**config.mk**
```make
export PLATFORM = sky130hd
export DESIGN_NAME = matrix_load_ctrl
export DESIGN_NICKNAME = d
export VERILOG_FILES = /design/src/rtl/matrix_load_ctrl.sv
export SDC_FILE = /design/constraint.sdc
export NUM_CORES = 1
export LEC_CHECK = 0
export CORE_MARGIN = 4
export CORE_UTILIZATION = 30
export CTS_CLUSTER_SIZE = 20
export DETAILED_ROUTE_END_ITERATION = 16
export SLEW_MARGIN = 20
export SYNTH_ARGS = -nofsm -noshare
export SYNTH_HDL_FRONTEND = slang
export SYNTH_SLANG_ARGS = --single-unit
```
**constraint.sdc**
```tcl
create_clock -name sys_clk -period 7.31 [get_ports sys_clk]
set_input_delay 0.731 -clock sys_clk [delete_from_list [all_inputs] [get_ports sys_clk]]
set_output_delay 0.731 -clock sys_clk [all_outputs]
set_load 0.005 [all_outputs]
```
**src/rtl/matrix_load_ctrl.sv**
```systemverilog
// Matrix load controller: turns the ASCII digit/separator stream into
// a header (m, n) and m*n row-major element writes for matrix storage.
//
// Ports:
//   sys_clk, sys_rst_n      clock, async active-low reset
//   start                   one-cycle pulse, begins a load (IDLE only)
//   num_valid/num_data      beat strobe and digit value 0-9
//   is_space                beat is a separator (space/CR/LF)
//   wr_en/wr_addr/wr_data   one-cycle element write, addr = i*n + j
//   row_num/col_num         latched m and n
//   busy                    load in progress
//   load_done               pulse one cycle after the last write
//   load_err                sticky error, cleared by the next start
module matrix_load_ctrl #(
    parameter  int DATA_W  = 8,
    parameter  int MAX_DIM = 5,
    parameter  int ADDR_W  = 5,
    localparam int DIM_W   = $clog2(MAX_DIM + 1)
) (
    input  logic              sys_clk,
    input  logic              sys_rst_n,
    input  logic              start,
    input  logic              num_valid,
    input  logic [3:0]        num_data,
    input  logic              is_space,
    output logic              wr_en,
    output logic [ADDR_W-1:0] wr_addr,
    output logic [DATA_W-1:0] wr_data,
    output logic [DIM_W-1:0]  row_num,
    output logic [DIM_W-1:0]  col_num,
    output logic              busy,
    output logic              load_done,
    output logic              load_err
);

    typedef enum logic [2:0] {
        IDLE, GET_M, GET_N, GET_ELEM, DONE, ERR
    } state_t;

    state_t              state, state_d;
    logic [DATA_W-1:0]   acc, acc_d;
    logic                has_digit, has_digit_d;
    logic [ADDR_W-1:0]   elem_cnt, elem_cnt_d;
    logic [DIM_W-1:0]    row_d, col_d;
    logic                wr_en_d;
    logic [ADDR_W-1:0]   wr_addr_d;
    logic [DATA_W-1:0]   wr_data_d;
    logic                load_done_d, load_err_d;

    // Wide enough that acc*10+9 cannot wrap before the range check.
    logic [DATA_W+3:0]   acc_next;
    logic [ADDR_W:0]     total, cnt_inc;
    logic                overflow, dim_bad, last_elem;

    assign acc_next  = {4'b0, acc} * (DATA_W+4)'(10)
                     + (DATA_W+4)'(num_data);
    assign overflow  = acc_next > (DATA_W+4)'(2**DATA_W - 1);
    assign dim_bad   = (acc == '0) || (acc > DATA_W'(MAX_DIM));
    assign total     = (ADDR_W+1)'(row_num) * (ADDR_W+1)'(col_num);
    assign cnt_inc   = {1'b0, elem_cnt} + (ADDR_W+1)'(1);
    assign last_elem = (cnt_inc == total);

    assign busy = (state == GET_M) || (state == GET_N) ||
                  (state == GET_ELEM);

    always_comb begin
        state_d     = state;
        acc_d       = acc;
        has_digit_d = has_digit;
        elem_cnt_d  = elem_cnt;
        row_d       = row_num;
        col_d       = col_num;
        wr_en_d     = 1'b0;
        wr_addr_d   = wr_addr;
        wr_data_d   = wr_data;
        load_done_d = 1'b0;
        load_err_d  = load_err;

        unique case (state)
            IDLE: begin
                if (start) begin
                    state_d     = GET_M;
                    acc_d       = '0;
                    has_digit_d = 1'b0;
                    elem_cnt_d  = '0;
                    load_err_d  = 1'b0;
                end
            end
            GET_M, GET_N, GET_ELEM: begin
                if (num_valid && !is_space) begin
                    if (overflow) begin
                        state_d = ERR;
                    end else begin
                        acc_d       = acc_next[DATA_W-1:0];
                        has_digit_d = 1'b1;
                    end
                end else if (num_valid && has_digit) begin
                    acc_d       = '0;
                    has_digit_d = 1'b0;
                    if (state == GET_ELEM) begin
                        wr_en_d    = 1'b1;
                        wr_addr_d  = elem_cnt;
                        wr_data_d  = acc;
                        elem_cnt_d = cnt_inc[ADDR_W-1:0];
                        if (last_elem)
                            state_d = DONE;
                    end else if (dim_bad) begin
                        state_d = ERR;
                    end else if (state == GET_M) begin
                        row_d   = acc[DIM_W-1:0];
                        state_d = GET_N;
                    end else begin
                        col_d      = acc[DIM_W-1:0];
                        elem_cnt_d = '0;
                        state_d    = GET_ELEM;
                    end
                end
            end
            // The done pulse is registered so it trails the last write.
            DONE: begin
                load_done_d = 1'b1;
                state_d     = IDLE;
            end
            ERR: begin
                state_d = IDLE;
            end
            default: begin
                state_d = IDLE;
            end
        endcase

        if (state_d == ERR)
            load_err_d = 1'b1;
    end

    always_ff @(posedge sys_clk or negedge sys_rst_n) begin
        if (!sys_rst_n) begin
            state     <= IDLE;
            acc       <= '0;
            has_digit <= 1'b0;
            elem_cnt  <= '0;
            row_num   <= '0;
            col_num   <= '0;
            wr_en     <= 1'b0;
            wr_addr   <= '0;
            wr_data   <= '0;
            load_done <= 1'b0;
            load_err  <= 1'b0;
        end else begin
            state     <= state_d;
            acc       <= acc_d;
            has_digit <= has_digit_d;
            elem_cnt  <= elem_cnt_d;
            row_num   <= row_d;
            col_num   <= col_d;
            wr_en     <= wr_en_d;
            wr_addr   <= wr_addr_d;
            wr_data   <= wr_data_d;
            load_done <= load_done_d;
            load_err  <= load_err_d;
        end
    end

endmodule

```
==> results of run 1 <==
cells in the mapped netlist, types with 2 or more instances:
| cell type | n | area [um2] |
|---|---|---|
| nand2b_1 | 2 | 12.5 |
| o221ai_2 | 7 | 105 |
| ha_1 | 21 | 263 |
| nand2_1 | 46 | 173 |
| o21ai_2 | 2 | 17.5 |
| dfrtp_1 | 39 | 976 |
| and3_1 | 5 | 31.3 |
| o31ai_1 | 2 | 15.0 |
| xor2_1 | 4 | 35.0 |
| fa_1 | 4 | 80.1 |
| nor2_1 | 13 | 48.8 |
| and2_1 | 10 | 62.6 |
| o21ai_0 | 21 | 105 |
| nand4_1 | 2 | 12.5 |
| nand3_1 | 10 | 50.1 |
| nor3_1 | 3 | 15.0 |
| a21oi_1 | 9 | 45.0 |
| nor2b_1 | 3 | 18.8 |
| a21o_1 | 4 | 30.0 |
| nor4_1 | 3 | 18.8 |
| clkbuf_1 | 3 | 11.3 |
| inv_1 | 12 | 45.0 |
| xnor2_1 | 11 | 96.3 |
layout by cell type, fill, tap and decap left out, drive strengths merged, types with 2 or more instances in the layout:
cell / instances
a2111oi: 2
a21o: 4
a21oi: 10
and2: 11
and3: 5
clkbuf: 6
clkdlybuf4s50: 30
clkinv: 2
dfrtp: 39
fa: 4
ha: 21
inv: 12
nand2: 46
nand2b: 2
nand3: 10
nand4: 2
nor2: 13
nor2b: 3
nor3: 3
nor4: 3
o21ai: 23
o221ai: 7
o31ai: 2
or3: 2
xnor2: 11
xor2: 4
cells by family after synthesis:
kind of cell | share of synthesized area, %
xor gates and xnor gates | 5.34
AOI/OAI and AO/OA | 17.2
DFF | 39.7
muxes | 0.610
buffers and inverters | 2.90
adders and majority gates | 13.9
and+or+nand+nor | 20.4
worst register-to-register path, delay by kind of cell (launching register included):
family | cells | cell delay (ns)
DFF | 1 | 0.43
and+or+nand+nor | 2 | 0.29
xor gates and xnor gates | 1 | 0.23
adders and majority gates | 3 | 1.21
AOI/OAI and AO/OA | 4 | 1.25
final timing paths:
check,end,cells past startpoint
max,load_err,10
min,wr_addr[2],2
max reg2reg,load_err,10
min reg2reg,wr_addr[2],2
max in group asynchronous,row_num[2],1
min in group asynchronous,load_done,1
sequential cells by signal, summed over array words and instances (netlist names):
name       count
acc            8
wr_data        8
elem_cnt       5
wr_addr        5
col_num        3
row_num        3
state          3
has_digit      1
load_done      1
load_err       1
wr_en          1
cell type report:
cell class	count	area [um2]
fill	831	4890
multi-input combinational	202	1410
sequential	39	976
timing repair buffer	31	305
tap	102	128
clock buffer	6	72.6
inverter	13	48.8
clock inverter	2	12.5
metal layers:
metal	GRT usage [%]	vias up	part of all wire, %
li1	-	981	-
met1	14.8	934	45
met2	20.4	33	50
met3	2.19	6	3.4
met4	3.15	0	1.2
met5	0	-	0
per-stage QoR:
| stage | util [%] | power, mW | instance area, um2 | instances |
|---|---|---|---|---|
| 6_report | 37.7 | 0.664 | 2960 | 395 |
| 3_5_place_dp | 36.6 | 0.526 | 2870 | 387 |
| 2_1_floorplan | - | 0.443 | 2460 | 258 |
| 4_1_cts | 37.7 | 0.671 | 2960 | 395 |
| 5_1_grt | 37.7 | 0.716 | 2960 | 395 |
| 3_3_place_gp | 36.6 | 0.521 | 2870 | 387 |
power groups by stage:
| stage | clock network [mW] | registers [mW] | logic [mW] |
|---|---|---|---|
| 3_5_place_dp | 0 | 0.282 | 0.244 |
| 4_1_cts | 0.149 | 0.278 | 0.245 |
| 3_3_place_gp | 0 | 0.281 | 0.240 |
| 5_1_grt | 0.159 | 0.284 | 0.274 |
| 2_1_floorplan | 0 | 0.266 | 0.177 |
| 6_report | 0.145 | 0.277 | 0.241 |
==> qor.yml, run 1 <==
floorplan:
  start_util_pct: 31.4
  rows: 32
  die_w_um: 98.6
  dieArea_um2: 9720
  fp.dieH_um: 98.6
  io_pins: 32
  core-area_um2: 7850
yosys:
  ys.flop_type: "dfrtp_1"
  synth_nets: 292
  post_synth_instance_area_um2: 2460
  ys_ff_latch: 39
  syn_avg_cell_area_um2: 9.54
  synthDistinctLibCells: 45
  async_flop_share_pct: 100
  synth_cells: 258
  yosysWarnings: 0
  synth_enable_flop_cells: 0
  synth_seq_area_share_pct: 39.7
run:
  cap_violations: 0
hold_path:
  hp-class: "flop to flop"
  holdCritStartpoint: "wr_addr[2]"
clocking:
  cts_hold_buf: 0
  cts_setup_buffers: 0
  h-tree-depth: 2
  root_buffer: "clkbuf_8"
  cts_buffers: 5
  clkLatencyLatePin_ns: 0.30
  cts_buffer_depth: 2
  clk_pin_slew_ns: 0.07
  cts_tree: "built"
  cts-resized-gates: 0
  cts_sinks: 39
grt:
  first_global_vias: 1917
  grt_pass1_wl_um: 9340
  grt_max_degree: 40
  antenna_found_initial: 0
  grt_usage_pct: 11.7
  overflow: 0
worst_setup_path:
  cpMostUsedCell: "fa_1"
  path_class: "flop to flop"
  required_ns: 7.51
  crit_buf_inv: 0
  rrSetupSlack_ns: 3.81
  cp_slowest_cell: "a2111oi_0"
  startpoint_type: "flop"
  crit_family: "compound AO/OA/AOI/OAI gates"
  arrival_ns: 3.70
  path_cells: "and2_1, fa_1, ha_1, fa_1, xnor2_1, o2111ai_1, a2111oi_0, a31o_2, nand3_1, o31ai_1"
  worstSetupEndpointType: "flop"
  r2r_start: "row_num[0]"
  crit_start: "row_num[0]"
  path_max_fanout: 5
  max_stage_delay_ns: 0.60
place:
  hpwl_um: 4220
  port_buffers: 31
  gp_congestion: 0.786
  dp_slack_ns: 3.79
drt:
  vias: 1954
  drcViolationCount: 0
  firstDrtPassIters: 4
  drtIter0Drc: 61
  ant_nets: 0
  vias_per_cell: 4.95
  wl_per_cell_um: 13.7
  wl_um: 5420
timing:
  max-slew-margin-rel_pct: 39.9
  rsz0062_at_grt: "no"
  tightest_slew_ns: 0.899
  finalCritPeriodShare_pct: 47.9
  tns_ns: 0
  final_max_slew_viol_count: 0
  hold_viol_final: 0
  setup_viol: 0
  min_period_ns: 3.50
  fin_ws_ns: 3.81
  hold_ws_ns: 0.473
  finalClockSkew_ns: 0.0112
  fmax_ghz: 0.286
power_and_ir_drop:
  p_clk_share_pct: 21.9
  p_switching_uw: 250
  powerDensity_nw_per_um2: 225
  p_seq_share_pct: 41.8
  switching_share_pct: 37.6
  p_int_uw: 414
  comb_power_share_pct: 36.4
  p_leak_nw: 1.37
  vdd_drop_max_mv: 0.0792
outcome:
  status: "finished clean"
layout:
  area_growth_pct: 20.1
  layout-drive-gt1-share_pct: 7.51
  antenna_cells: 0
  nets: 326
No activity file was read; power rests on OpenSTA's default activity.
==> inputs of run 2 (changes only) <==
clock period = 3.66 ns   (was 7.31 ns; I/O delays follow)
==> run 2 against run 1 <==
Net effect:
- global-route usage increased by 0.28 points
- combinational power up 100%
- design area up 0.55%
- wire length decreased by 0.26%
- critical path depth did not move
- sequential share of layout area is 0.18 points lower
- first-iteration DRC count fell by 20%
- total power is 99% higher
- via count is 0.10% lower
- clock power rose by 95%
- clock-buffer cell count stayed put
- critical path type unchanged
- critical endpoint unchanged
- largest cell class unchanged
==> qor.yml, run 2 (synthesis results as in run 1) <==
outcome:
  status: "finished clean"
layout:
  seq_area_um2: 976  # unchanged
  final_cells: 396  # +0.25%
  antenna_cells: 0  # unchanged
  reg_top3: "acc: 8 flops, wr_data: 8 flops"
  layout-drive-gt1-share_pct: 8.50  # +0.99 points
  num-fill-cells: 823  # -0.96%
  final_area_um2: 2970  # +0.55%
  layout_common_cells: "46 x nand2_1, 39 x dfrtp_1, 30 x clkdlybuf4s50_1, 21 x o21ai_0, 21 x ha_1"
  multi_input_area_um2: 1420  # +0.62%
  area_growth_pct: 20.8
  nets: 327  # +0.31%
  layout_commonest_cell: "nand2_1"
grt:
  overflow: 0  # unchanged
  grt_max_degree: 40  # unchanged
  grt_usage_pct: 12.0  # +0.28 points
  antenna_found_initial: 0  # unchanged
  first_global_vias: 1991  # +3.9%
  grt_pass1_wl_um: 9650  # +3.4%
clocking:
  cts_sinks: 39  # unchanged
  h-tree-depth: 2  # unchanged
  cts_hold_buf: 0  # unchanged
  root_buffer: "clkbuf_8"
  cts_buffer_depth: 2  # unchanged
  clkLatencyLatePin_ns: 0.29  # about the same
  cts_tree: "built"
  clk_pin_slew_ns: 0.08  # about the same
  cts_buffers: 5  # unchanged
  cts_setup_buffers: 0  # unchanged
timing:
  finalClockSkew_ns: 0.00523  # -0.00595 ns
  hold_viol_final: 0  # unchanged
  tightest_slew_ns: 0.874  # -0.0246 ns
  fin_ws_ns: 0.363  # -3.45 ns
  max-slew-margin-rel_pct: 41.7  # +1.8 points
  min_period_ns: 3.30  # -0.202 ns
  setup_viol: 0  # unchanged
  tns_ns: 0  # unchanged
  rsz0062_at_grt: "no"
  final_max_slew_viol_count: 0  # unchanged
  hold_ws_ns: 0.196  # -0.277 ns
  finalCritPeriodShare_pct: 90.1  # +42 points
  fmax_ghz: 0.303  # +6.1%
power_and_ir_drop:
  p_leak_nw: 1.38  # +0.48%
  p_seq_share_pct: 41.9  # about the same
  comb_power_share_pct: 36.7  # +0.3 points
  p_clk_share_pct: 21.4  # -0.5 points
  vdd_drop_max_mv: 0.179  # +130%
  p_int_uw: 830  # +100%
  switching_share_pct: 37.2  # -0.42 points
  powerDensity_nw_per_um2: 445  # +98%
  p_switching_uw: 492  # +97%
floorplan:
  core-area_um2: 7850  # unchanged
  fp.dieH_um: 98.6  # unchanged
  rows: 32  # unchanged
  die_w_um: 98.6  # unchanged
  io_pins: 32  # unchanged
  start_util_pct: 31.4  # unchanged
  dieArea_um2: 9720  # unchanged
place:
  gp_congestion: 0.819  # +4.2%
  placed_area_um2: 2880  # +0.26%
  port_buffers: 31  # unchanged
  dp.cells: 388  # +0.26%
  dp_slack_ns: 0.203  # -3.59 ns
  hpwl_um: 4160  # -1.4%
drt:
  ant_nets: 0  # unchanged
  wl_per_cell_um: 13.6  # -0.51%
  wl_um: 5400  # -0.26%
  drtIter0Drc: 49  # -20%
  drcViolationCount: 0  # unchanged
  vias_per_cell: 4.93  # -0.35%
  firstDrtPassIters: 5  # +1
  vias: 1952  # -0.10%
worst_setup_path:
  crit_family: "adder cells"
  crit_buf_inv: 0  # unchanged
  cp_slowest_cell: "fa_1"
  path_max_fanout: 5  # unchanged
  r2r_start: "row_num[0]"
  max_stage_delay_ns: 0.48  # -0.12 ns
  r2r-end: "load_err"
  worstSetupEndpointType: "flop"
  path_class: "flop to flop"
  required_ns: 3.86  # -3.65 ns
  path_cells: "and2_1, fa_1, ha_1, fa_1, xnor2_1, o2111ai_1, a2111oi_2, a31o_2, nand3_1, o31ai_1"
  rrSetupSlack_ns: 0.36  # -3.45 ns
  arrival_ns: 3.50  # -0.20 ns
  cpMostUsedCell: "fa_1"
  reg2regPathDepth: 10  # unchanged
  startpoint_type: "flop"
hold_path:
  hp-class: "input pin to async pin"
run:
  cap_violations: 0  # unchanged
-- run 2: cell count changes in the layout (fill, tap and decap cells not counted), sizes merged --
cell and change:
buf +1
-- run 2: area by class of cell --
type                            instances  area share, %
Multi-Input combinational cell        202           47.9
Sequential cell                        39           32.8
Timing Repair Buffer                   32           10.5
Tap cell                              102           4.29
Clock buffer                            6           2.44
Inverter                               13           1.64
Clock inverter                          2          0.421
-- run 2: worst max path at each step --
stage	slack (ns)	start	end	cells past startpoint
after detailed placement	0.20	row_num[0]	load_err	10
after global placement	0.23	row_num[0]	load_err	10
final	0.36	row_num[0]	load_err	10
after CTS	0.18	row_num[0]	load_err	10
after floorplan	0.56	row_num[0]	load_err	10
after global routing	0.09	row_num[0]	load_err	10
-- run 2: through the flow --
| stage | total power, mW | util [%] |
|---|---|---|
| 6_report | 1.32 | 37.9 |
| 5_1_grt | 1.44 | 37.9 |
| 4_1_cts | 1.34 | 37.8 |
| 3_5_place_dp | 1.05 | 36.7 |
| 3_3_place_gp | 1.04 | 36.7 |
| 2_1_floorplan | 0.885 | - |
-- run 2: metal layers --
| layer | up-vias | share of wire, % | wire length [um] | track usage (%) |
|---|---|---|---|---|
| li1 | 986 | - | - | - |
| met1 | 935 | 47 | 2520 | 15.6 |
| met2 | 27 | 50 | 2690 | 20.3 |
| met3 | 4 | 2.8 | 153 | 2.69 |
| met4 | 0 | 0.63 | 34 | 2.52 |
| met5 | - | 0 | 0 | 0 |
-- run 2: worst reg2reg max path, cell delays in order (launching register included) --
cell and delay (ns):
dfrtp_1 0.43, and2_1 0.20, fa_1 0.48, ha_1 0.24, fa_1 0.47, xnor2_1 0.24, o2111ai_1 0.15, a2111oi_2 0.43
a31o_2 0.25, nand3_1 0.10, o31ai_1 0.23
-- run 2: power by group through the flow --
stage          logic (mW)  registers [mW]  clock network (mW)
2_1_floorplan       0.353           0.532                   0
3_3_place_gp        0.480           0.560                   0
3_5_place_dp        0.489           0.562                   0
4_1_cts             0.490           0.553               0.295
5_1_grt             0.557           0.565               0.313
6_report            0.485           0.554               0.283
-- run 2: repair_timing --
item | CTS | global route
endpoints found under the setup margin | 0 | 11
endpoints found under the hold margin | 0 | 0
resized for setup | 0 | 3
==> inputs of run 3 (changes only) <==
HOLD_SLACK_MARGIN = 0.06   (was unset)
==> results of run 3 <==
No change in the layout: final DEF, timing and power equal those of run 2.
